[src/rtl/ex_branch_stage_pkg.sv]
// ============================================================================
// ex_branch_stage_pkg : shared encodings for the EX branch/commit stage
// Revision: 1.0
// ============================================================================
`default_nettype none

package ex_branch_stage_pkg;

  localparam int XLEN_DEF = 32;

  // Instruction class driving the stage
  localparam logic [1:0] KIND_ALU    = 2'b00;
  localparam logic [1:0] KIND_BRANCH = 2'b01;
  localparam logic [1:0] KIND_JAL    = 2'b10;
  localparam logic [1:0] KIND_JALR   = 2'b11;

  localparam logic [2:0] F3_BEQ  = 3'b000;
  localparam logic [2:0] F3_BNE  = 3'b001;
  localparam logic [2:0] F3_BLT  = 3'b100;
  localparam logic [2:0] F3_BGE  = 3'b101;
  localparam logic [2:0] F3_BLTU = 3'b110;
  localparam logic [2:0] F3_BGEU = 3'b111;

  // Upstream alu opcodes; branches are resolved from the flags of ALU_SUB
  localparam logic [3:0] ALU_ADD = 4'd0;
  localparam logic [3:0] ALU_SUB = 4'd1;
  localparam logic [3:0] ALU_AND = 4'd2;
  localparam logic [3:0] ALU_OR  = 4'd3;
  localparam logic [3:0] ALU_XOR = 4'd4;

  localparam logic [0:0] ST_RUN    = 1'b0;
  localparam logic [0:0] ST_SQUASH = 1'b1;

  function automatic logic is_jump(input logic [1:0] kind);
    return (kind == KIND_JAL) || (kind == KIND_JALR);
  endfunction

endpackage

`default_nettype wire

[src/rtl/ex_branch_stage_br_cond.sv]
// ============================================================================
// ex_branch_stage_br_cond : RV32I branch condition from funct3 and SUB flags
// Revision: 1.0
// ============================================================================
`default_nettype none

module ex_branch_stage_br_cond
  import ex_branch_stage_pkg::*;
(
  input  logic [2:0] i_funct3,
  input  logic       i_n,
  input  logic       i_z,
  input  logic       i_c,
  input  logic       i_v,
  output logic       o_taken
);

  // C=1 means a>=b unsigned; funct3 010/011 are not branches and fall to not-taken
  always_comb begin
    o_taken = 1'b0;
    case (i_funct3)
      F3_BEQ:  o_taken = i_z;
      F3_BNE:  o_taken = ~i_z;
      F3_BLT:  o_taken = i_n ^ i_v;
      F3_BGE:  o_taken = ~(i_n ^ i_v);
      F3_BLTU: o_taken = ~i_c;
      F3_BGEU: o_taken = i_c;
      default: o_taken = 1'b0;
    endcase
  end

endmodule

`default_nettype wire

[src/rtl/ex_branch_stage.sv]
// ============================================================================
// ex_branch_stage : branch resolution, redirect/squash and EX/MEM slot
// Revision: 1.0
// ============================================================================
`default_nettype none

module ex_branch_stage
  import ex_branch_stage_pkg::*;
#(
  parameter int XLEN          = XLEN_DEF,
  parameter int SQUASH_CYCLES = 2,
  parameter int CNT_W         = 32
) (
  input  logic             clk,
  input  logic             reset,
  input  logic             in_valid,
  output logic             in_ready,
  input  logic [XLEN-1:0]  in_pc,
  input  logic [XLEN-1:0]  in_imm,
  input  logic [1:0]       in_kind,
  input  logic [2:0]       in_funct3,
  input  logic [4:0]       in_rd,
  input  logic             in_reg_write,
  input  logic             in_mem_rd,
  input  logic             in_mem_wr,
  input  logic [XLEN-1:0]  in_store_data,
  input  logic [XLEN-1:0]  alu_result,
  input  logic             alu_n,
  input  logic             alu_z,
  input  logic             alu_c,
  input  logic             alu_v,
  output logic             out_valid,
  input  logic             out_ready,
  output logic [XLEN-1:0]  out_result,
  output logic [4:0]       out_rd,
  output logic             out_reg_write,
  output logic             out_mem_rd,
  output logic             out_mem_wr,
  output logic [XLEN-1:0]  out_store_data,
  output logic             redirect,
  output logic [XLEN-1:0]  redirect_pc,
  output logic [CNT_W-1:0] cnt_branch,
  output logic [CNT_W-1:0] cnt_redirect
);

  localparam logic [1:0] SQ_LAST = 2'(SQUASH_CYCLES - 1);

  logic [0:0]      r_state;
  logic [1:0]      r_sq_cnt;
  logic            r_out_valid;
  logic [XLEN-1:0] r_out_result;
  logic [4:0]      r_out_rd;
  logic            r_out_reg_write;
  logic            r_out_mem_rd;
  logic            r_out_mem_wr;
  logic [XLEN-1:0] r_out_store_data;
  logic            r_redirect;
  logic [XLEN-1:0] r_redirect_pc;
  logic [CNT_W-1:0] r_cnt_branch;
  logic [CNT_W-1:0] r_cnt_redirect;

  logic            w_cond;
  logic            w_is_branch;
  logic            w_is_jump;
  logic            w_taken;
  logic            w_accept;
  logic            w_live;
  logic [XLEN-1:0] w_target;
  logic [XLEN-1:0] w_link;

  ex_branch_stage_br_cond u_br_cond (
    .i_funct3 (in_funct3),
    .i_n      (alu_n),
    .i_z      (alu_z),
    .i_c      (alu_c),
    .i_v      (alu_v),
    .o_taken  (w_cond)
  );

  assign w_is_branch = (in_kind == KIND_BRANCH);
  assign w_is_jump   = is_jump(in_kind);
  assign w_taken     = w_is_jump | (w_is_branch & w_cond);
  assign w_link      = in_pc + XLEN'(4);
  assign w_target    = (in_kind == KIND_JALR) ? {alu_result[XLEN-1:1], 1'b0}
                                              : in_pc + in_imm;

  // While squashing, wrong-path inputs are swallowed regardless of the slot
  assign in_ready = (r_state == ST_SQUASH) | ~r_out_valid | out_ready;
  assign w_accept = in_valid & in_ready;
  assign w_live   = w_accept & (r_state == ST_RUN);

  always_ff @(posedge clk or posedge reset) begin
    if (reset) begin
      r_out_valid      <= 1'b0;
      r_out_result     <= '0;
      r_out_rd         <= '0;
      r_out_reg_write  <= 1'b0;
      r_out_mem_rd     <= 1'b0;
      r_out_mem_wr     <= 1'b0;
      r_out_store_data <= '0;
    end else if (w_live) begin
      r_out_valid      <= 1'b1;
      r_out_result     <= w_is_jump ? w_link : alu_result;
      r_out_rd         <= in_rd;
      r_out_reg_write  <= in_reg_write & ~w_is_branch;
      r_out_mem_rd     <= in_mem_rd;
      r_out_mem_wr     <= in_mem_wr;
      r_out_store_data <= in_store_data;
    end else if (out_ready) begin
      r_out_valid <= 1'b0;
    end
  end

  always_ff @(posedge clk or posedge reset) begin
    if (reset) begin
      r_redirect     <= 1'b0;
      r_redirect_pc  <= '0;
      r_cnt_branch   <= '0;
      r_cnt_redirect <= '0;
    end else begin
      r_redirect <= w_live & w_taken;
      if (w_live & w_taken) begin
        r_redirect_pc  <= w_target;
        r_cnt_redirect <= r_cnt_redirect + CNT_W'(1);
      end
      if (w_live & w_is_branch) begin
        r_cnt_branch <= r_cnt_branch + CNT_W'(1);
      end
    end
  end

  always_ff @(posedge clk or posedge reset) begin
    if (reset) begin
      r_state  <= ST_RUN;
      r_sq_cnt <= '0;
    end else begin
      case (r_state)
        ST_RUN: begin
          if (w_live & w_taken) begin
            r_state  <= ST_SQUASH;
            r_sq_cnt <= SQ_LAST;
          end
        end
        ST_SQUASH: begin
          if (r_sq_cnt == 2'd0) begin
            r_state <= ST_RUN;
          end else begin
            r_sq_cnt <= r_sq_cnt - 2'd1;
          end
        end
        default: r_state <= ST_RUN;
      endcase
    end
  end

  assign out_valid      = r_out_valid;
  assign out_result     = r_out_result;
  assign out_rd         = r_out_rd;
  assign out_reg_write  = r_out_reg_write;
  assign out_mem_rd     = r_out_mem_rd;
  assign out_mem_wr     = r_out_mem_wr;
  assign out_store_data = r_out_store_data;
  assign redirect       = r_redirect;
  assign redirect_pc    = r_redirect_pc;
  assign cnt_branch     = r_cnt_branch;
  assign cnt_redirect   = r_cnt_redirect;

endmodule

`default_nettype wire

[config.mk]
export PLATFORM = sky130hd
export DESIGN_NAME = ex_branch_stage
export DESIGN_NICKNAME = d
export VERILOG_FILES = /design/src/rtl/ex_branch_stage_pkg.sv /design/src/rtl/ex_branch_stage_br_cond.sv /design/src/rtl/ex_branch_stage.sv
export SDC_FILE = /design/constraint.sdc
export NUM_CORES = 1
export LEC_CHECK = 0
export ABC_CLOCK_PERIOD_IN_PS = 7450
export CAP_MARGIN = 15
export CORE_MARGIN = 5
export CORE_UTILIZATION = 47
export DETAILED_ROUTE_END_ITERATION = 8
export GPL_ROUTABILITY_DRIVEN = 0
export MAX_ROUTING_LAYER = met4
export PLACE_DENSITY = 0.82
export SYNTH_ARGS = -nofsm -noshare
export SYNTH_HDL_FRONTEND = slang
export SYNTH_HIERARCHICAL = 1
export SYNTH_SLANG_ARGS = --single-unit
export TNS_END_PERCENT = 30
[constraint.sdc]
create_clock -name clk -period 7.45 [get_ports clk]
set_input_delay 1.49 -clock clk [delete_from_list [all_inputs] [get_ports clk]]
set_output_delay 1.49 -clock clk [all_outputs]
set_load 0.02 [all_outputs]
==> results of run 1 <==
-- report_power, final --
part           leakage [nW]  switching, mW  internal (mW)  total, mW
sequential             2.20          0.201           1.25       1.45
clock                 0.277          0.384          0.502      0.886
combinational          3.59           1.02          0.815       1.83
-- critical path, cell delays in order --
cell             delay, ns
clkdlybuf4s50_1       0.42
xnor2_1               0.15
and4b_1               0.19
or4_1                 0.51
a21o_1                0.19
nand2_1               0.06
buf_4                 0.37
inv_1                 0.39
buf_4                 0.34
nand2_1               0.44
nor3_1                0.09
and3_1                0.20
a41oi_1               0.17
nand2_1               0.07
-- path summary, 6_finish.rpt --
kind,startpoint,to,slack (ns),cells after the start
max reg2reg,r_state$_DFF_PP0_,redirect_pc[31]$_DFFE_PP0P_,3.76,10
min in group asynchronous,reset,out_store_data[14]$_DFFE_PP0P_,1.57,2
min,out_reg_write$_DFFE_PP0P_,out_reg_write$_DFFE_PP0P_,0.47,2
max,alu_v,redirect_pc[27]$_DFFE_PP0P_,2.66,14
max in group asynchronous,reset,out_result[12]$_DFFE_PP0P_,4.67,4
min reg2reg,out_reg_write$_DFFE_PP0P_,out_reg_write$_DFFE_PP0P_,0.47,2
-- final cells by class --
cell class	instances	area (um2)	share of cell area (%)
Multi-Input combinational cell	872	5180	37.6
Tap cell	270	338	2.45
Clock buffer	19	433	3.14
Clock inverter	13	155	1.13
Antenna cell	1	2.50	0.0182
Inverter	18	72.6	0.527
Sequential cell	173	4330	31.4
Timing Repair Buffer	326	3260	23.7
-- flip-flops by register name, summed over array words and instances, names as in the netlist, 2 cells and up --
register,flops
cnt_branch,32
cnt_redirect,32
out_result,32
out_store_data,32
redirect_pc,32
out_rd,5
r_sq_cnt,2
-- Yosys cell counts (3+ instances only) --
cell / number
a211oi_1: 4
a21o_1: 14
a21oi_1: 70
a31oi_1: 9
and2_1: 5
and3_1: 29
and4_1: 8
buf_1: 7
clkbuf_1: 46
dfrtp_1: 173
ha_1: 35
inv_1: 18
mux2_2: 4
mux2i_1: 13
nand2_1: 255
nand2b_1: 4
nand2b_4: 4
nand3_1: 54
nand4_1: 31
nor2_1: 49
nor2_2: 6
nor2b_1: 3
nor3_1: 19
nor3b_1: 5
o211ai_1: 3
o21ai_0: 88
or2_2: 5
or3_1: 10
xnor2_1: 70
xnor2_2: 3
xor2_1: 40
-- logic make-up (layout without fill, tap and decap cells) --
| family | count (synthesis) | count (layout) |
|---|---|---|
| and+or+nand+nor | 495 | 495 |
| AOI/OAI and AO/OA | 211 | 211 |
| DFF | 173 | 173 |
| xor gates and xnor gates | 113 | 113 |
| buffers and inverters | 76 | 376 |
| adders and majority gates | 36 | 36 |
| muxes | 17 | 17 |
| other | 0 | 1 |
-- through the flow --
stage / cells / hold slack, ns / setup WS [ns] / area, um2
6_report: 1692 / 0.468 / 2.66 / 13800
2_1_floorplan: 1121 / 0.440 / 1.27 / 9810
3_5_place_dp: 1658 / 0.457 / 2.27 / 13200
5_1_grt: 1692 / 0.487 / 2.48 / 13800
4_1_cts: 1690 / 0.469 / 2.73 / 13700
3_3_place_gp: 1658 / 0.452 / 2.36 / 13200
-- metal layers --
layer | global-route usage, % | vias up
met3 | 4.08 | 64
met4 | 8.75 | 0
met2 | 41.1 | 478
met5 | - | -
met1 | 33.5 | 4396
li1 | - | 4433
==> results.yml, run 1 <==
status:
  outcome: "complete, no violations"
sta:
  worst_slew_pin_slew_ns: 1.09
  setup_viol: 0
  hold_viol: 0
  final.min_clock_period_ns: 4.79
  clock_skew_ns: 0.0118
  final.setup.tns_ns: 0
  rsz0062_at_grt: "false"
  max_freq_mhz: 209
  slew_headroom_pct: 27.4
  fin_crit_sh_pct: 64.2
  drv_slew: 0
clock_tree:
  clock_insertion_delay_worst_skew_ns: 0.43
  cts_resized: 0
  max-clock-path-buffers: 2
  clk_pin_slew_ns: 0.07
  tritoncts: "yes"
  clock-sinks: 173
  cts_buffers: 17
  hold_buffers: 0
  root_buffer: "clkbuf_16"
  h-tree-depth: 4
  postCtsSetupBuffers: 0
pwr:
  ir_worst_vdd_uv: 141
  p_per_area_nw_per_um2: 303
  power_leakage_nw: 6.07
  finalPower_mw: 4.17
global_route:
  track_usage_pct: 25.7
  grt_pass1_vias: 9228
  grt_first_pass_wirelength_um: 48500
  grt_remaining_overflow: 0
  grt_max_degree: 106
  antenna_found_initial: 1
route:
  drt_first_pass_iters: 6
  wl_met3_um: 2330
  drtIter0Drc: 710
  wl_per_cell_um: 18.1
  drt-total-wl_um: 30600
  vias: 9371
  remaining_drc_errors: 0
  ant_nets: 0
  met1_length_um: 12800
  wl_met2_um: 14600
  topRoutingLayerUsed: "met4"
  vias_per_cell: 5.54
die:
  initial_core_util_pct: 48.2
  pin_count: 320
  coreArea_um2: 20400
  dieWidth_um: 154
  die_h_um: 154
  num_rows: 52
  die-area_um2: 23900
synth:
  synthAdderAreaFrac_pct: 4.67
  synth_cell_type_count: 59
  synth_xor_area_share_pct: 10.3
  post_synth.cell_area_avg_um2: 8.75
  ys_warn_count: 6
  syn_area_um2: 9810
  synth_top_family_by_area: "simple AND/OR/NAND/NOR gates"
  ys_ff_latch: 173
  yosysSeqAreaShare_pct: 44.1
  synth_cells: 1121
  synth_mux_area_share_pct: 1.79
  synth_top_area_share_pct: 44.1
  synth_nets: 1306
  synthSimpleGateAreaFrac_pct: 23.7
  synth-async-reset-ratio_pct: 100
  synthTopCellsByArea: "dfrtp_1 44%, nand2_1 9.8%, xnor2_1 6.2%"
  ys.flop_type: "dfrtp_1"
  synth-edff-count: 0
  synth_top_area_cell: "dfrtp_1"
  synth-compound-area-share_pct: 12.3
cells_and_area:
  fin_util_pct: 67.6
  drive_gt1_share_pct: 4.71
  final_cell_mix: "318 x clkdlybuf4s50_1, 255 x nand2_1, 173 x dfrtp_1"
  fill_cells: 1618
  area_growth_pct: 40.4
  mostFrequentLayoutCell: "clkdlybuf4s50_1"
  fin_nets: 1593
worst_setup_path:
  crit_path_end_kind: "flip-flop"
  crit_type: "in2reg"
  cp_max_fo: 39
  critPathLaunchType: "input pin"
  cp.arrival_ns: 5.10
  worst_ep_required_time_ns: 7.77
placed_design:
  dp_hpwl_um: 23800
  port_buffers: 319
run:
  drv_cap: 0
hold_path:
  min_path_type: "reg2reg"
Note: power is estimated with default switching activity, not from simulation.
==> run 2, diff against run 1 <==
--- a/config.mk
+++ b/config.mk
@@ -5,7 +5,7 @@
 export SDC_FILE = /design/constraint.sdc
 export NUM_CORES = 1
 export LEC_CHECK = 0
-export ABC_CLOCK_PERIOD_IN_PS = 7450
+export ABC_CLOCK_PERIOD_IN_PS = 4700
 export CAP_MARGIN = 15
 export CORE_MARGIN = 5
 export CORE_UTILIZATION = 47
==> constraint.sdc (replaced) <==
create_clock -name clk -period 4.7 [get_ports clk]
set_input_delay 0.94 -clock clk [delete_from_list [all_inputs] [get_ports clk]]
set_output_delay 0.94 -clock clk [all_outputs]
set_load 0.02 [all_outputs]
==> results.yml, run 2 (synthesis results as in run 1) <==
status:
  outcome: "complete, no violations"
die:
  die-area_um2: 23900
  pin_count: 320
  num_rows: 52
  die_h_um: 154
  initial_core_util_pct: 48.2
  coreArea_um2: 20400
  dieWidth_um: 154
cells_and_area:
  fin_util_pct: 67.7
  area_growth_pct: 40.4
  final_cell_mix: "318 x clkdlybuf4s50_1, 255 x nand2_1, 173 x dfrtp_1"
  n_antenna_cell: 0
  fin_nets: 1596
  mostFrequentLayoutCell: "clkdlybuf4s50_1"
  drive_gt1_share_pct: 4.99
global_route:
  grt_remaining_overflow: 0
  antenna_found_initial: 0
  grt_max_degree: 77
  grt_first_pass_wirelength_um: 48600
  track_usage_pct: 25.9
  grt_pass1_vias: 9071
worst_setup_path:
  critPathBufInv: 2
  worst_ep_required_time_ns: 3.76
  rrSetupSlack_ns: 2.27
  cp_max_fo: 5
  worstPathCellList: "clkdlybuf4s50_1 -> nor2b_1 -> nand2_1 -> clkdlybuf4s50_1"
  cp.arrival_ns: 2.51
  cp_top_family: "buffers and inverters"
  path_common_cell: "clkdlybuf4s50_1"
  reg2reg_to: "cnt_redirect[31]$_DFFE_PP0P_"
  crit_path_top_delay_cell: "clkdlybuf4s50_1"
  critPathLaunchType: "input pin"
  crit_path_end_kind: "primary output"
  cpPeakStageDelay_ns: 0.56
  r2r-start: "out_valid$_DFFE_PP0P_"
  crit_type: "in2out"
  reg2reg_depth: 9
sta:
  drv_slew: 0
  slew_headroom_pct: 32.1
  fin_crit_sh_pct: 73.3
  final.setup.tns_ns: 0
  rsz0062_at_grt: "false"
  setup_viol: 0
  final.min_clock_period_ns: 3.45
  worst_slew_pin_slew_ns: 1.02
  holdWs_ns: 0.470
  clock_skew_ns: 0.0125
  worst_slack_ns: 1.25
  hold_viol: 0
  max_freq_mhz: 290
route:
  drtIter0Drc: 691
  remaining_drc_errors: 0
  wl_per_cell_um: 18.2
  drt_first_pass_iters: 5
  vias: 9338
  drt-total-wl_um: 30800
  vias_per_cell: 5.52
  ant_nets: 0
clock_tree:
  hold_buffers: 0
  cts_buffers: 17
  clock_insertion_delay_worst_skew_ns: 0.42
  h-tree-depth: 4
  cts_resized: 0
  root_buffer: "clkbuf_16"
  postCtsSetupBuffers: 0
  clock-sinks: 173
  max-clock-path-buffers: 2
  clk_pin_slew_ns: 0.07
  tritoncts: "yes"
run:
  drv_cap: 0
pwr:
  ir_worst_vdd_uv: 181
  power_leakage_nw: 6.07
  finalPower_mw: 6.56
  p_per_area_nw_per_um2: 476
placed_design:
  preCtsSetupSlack_ns: 0.942
  dp_hpwl_um: 24100
  port_buffers: 319
hold_path:
  hp-start: "out_reg_write$_DFFE_PP0P_"
  hold_path_depth: 2
  min_path_type: "reg2reg"
  holdPathEnd: "out_reg_write$_DFFE_PP0P_"
==> run 2: worst max path at each step <==
stage,cells after the start,slack (ns),startpoint,to
final,4,1.25,out_ready,in_ready
after global placement,12,0.99,alu_v,redirect_pc[27]$_DFFE_PP0P_
after CTS,4,1.25,out_ready,in_ready
after detailed placement,12,0.94,alu_v,redirect_pc[27]$_DFFE_PP0P_
after floorplan,1,1.55,reset,cnt_branch[0]$_DFFE_PP0P_
after global routing,10,1.13,in_pc[0],redirect_pc[20]$_DFFE_PP0P_
==> run 2: per-stage QoR <==
stage               std cells  instance area [um2]
finish                   1693                13800
detailed placement       1662                13200
floorplan                1121                 9820
global placement         1662                13200
CTS                      1693                13800
global route             1693                13800
==> run 2: final cells by class <==
type,instances,area (um2)
clock inverter,13,130
timing repair buffer,329,3290
clock buffer,18,439
sequential,173,4330
multi-input combinational,872,5180
tap,270,338
inverter,18,71.3
fill,1608,6590
==> run 2: routing by layer <==
| layer | vias to the layer above | global-route usage, % | part of all wire, % | wire [um] |
|---|---|---|---|---|
| met5 | - | - | 0 | 0 |
| met4 | 0 | 9.80 | 3.0 | 939 |
| met3 | 64 | 3.52 | 7.6 | 2350 |
| met2 | 463 | 41.8 | 48 | 14900 |
| met1 | 4366 | 33.5 | 41 | 12600 |
| li1 | 4445 | - | - | - |
==> run 2: where the power goes <==
| part | switching [mW] | internal, mW |
|---|---|---|
| Sequential | 0.315 | 1.98 |
| Clock | 0.607 | 0.751 |
| Combinational | 1.62 | 1.29 |
| Total | 2.54 | 4.02 |
==> run 2: tightest hold or removal path, cell delays in order (launching register included) <==
cell	delay [ns]
dfrtp_1	0.34
nand2_1	0.05
nand2_1	0.05
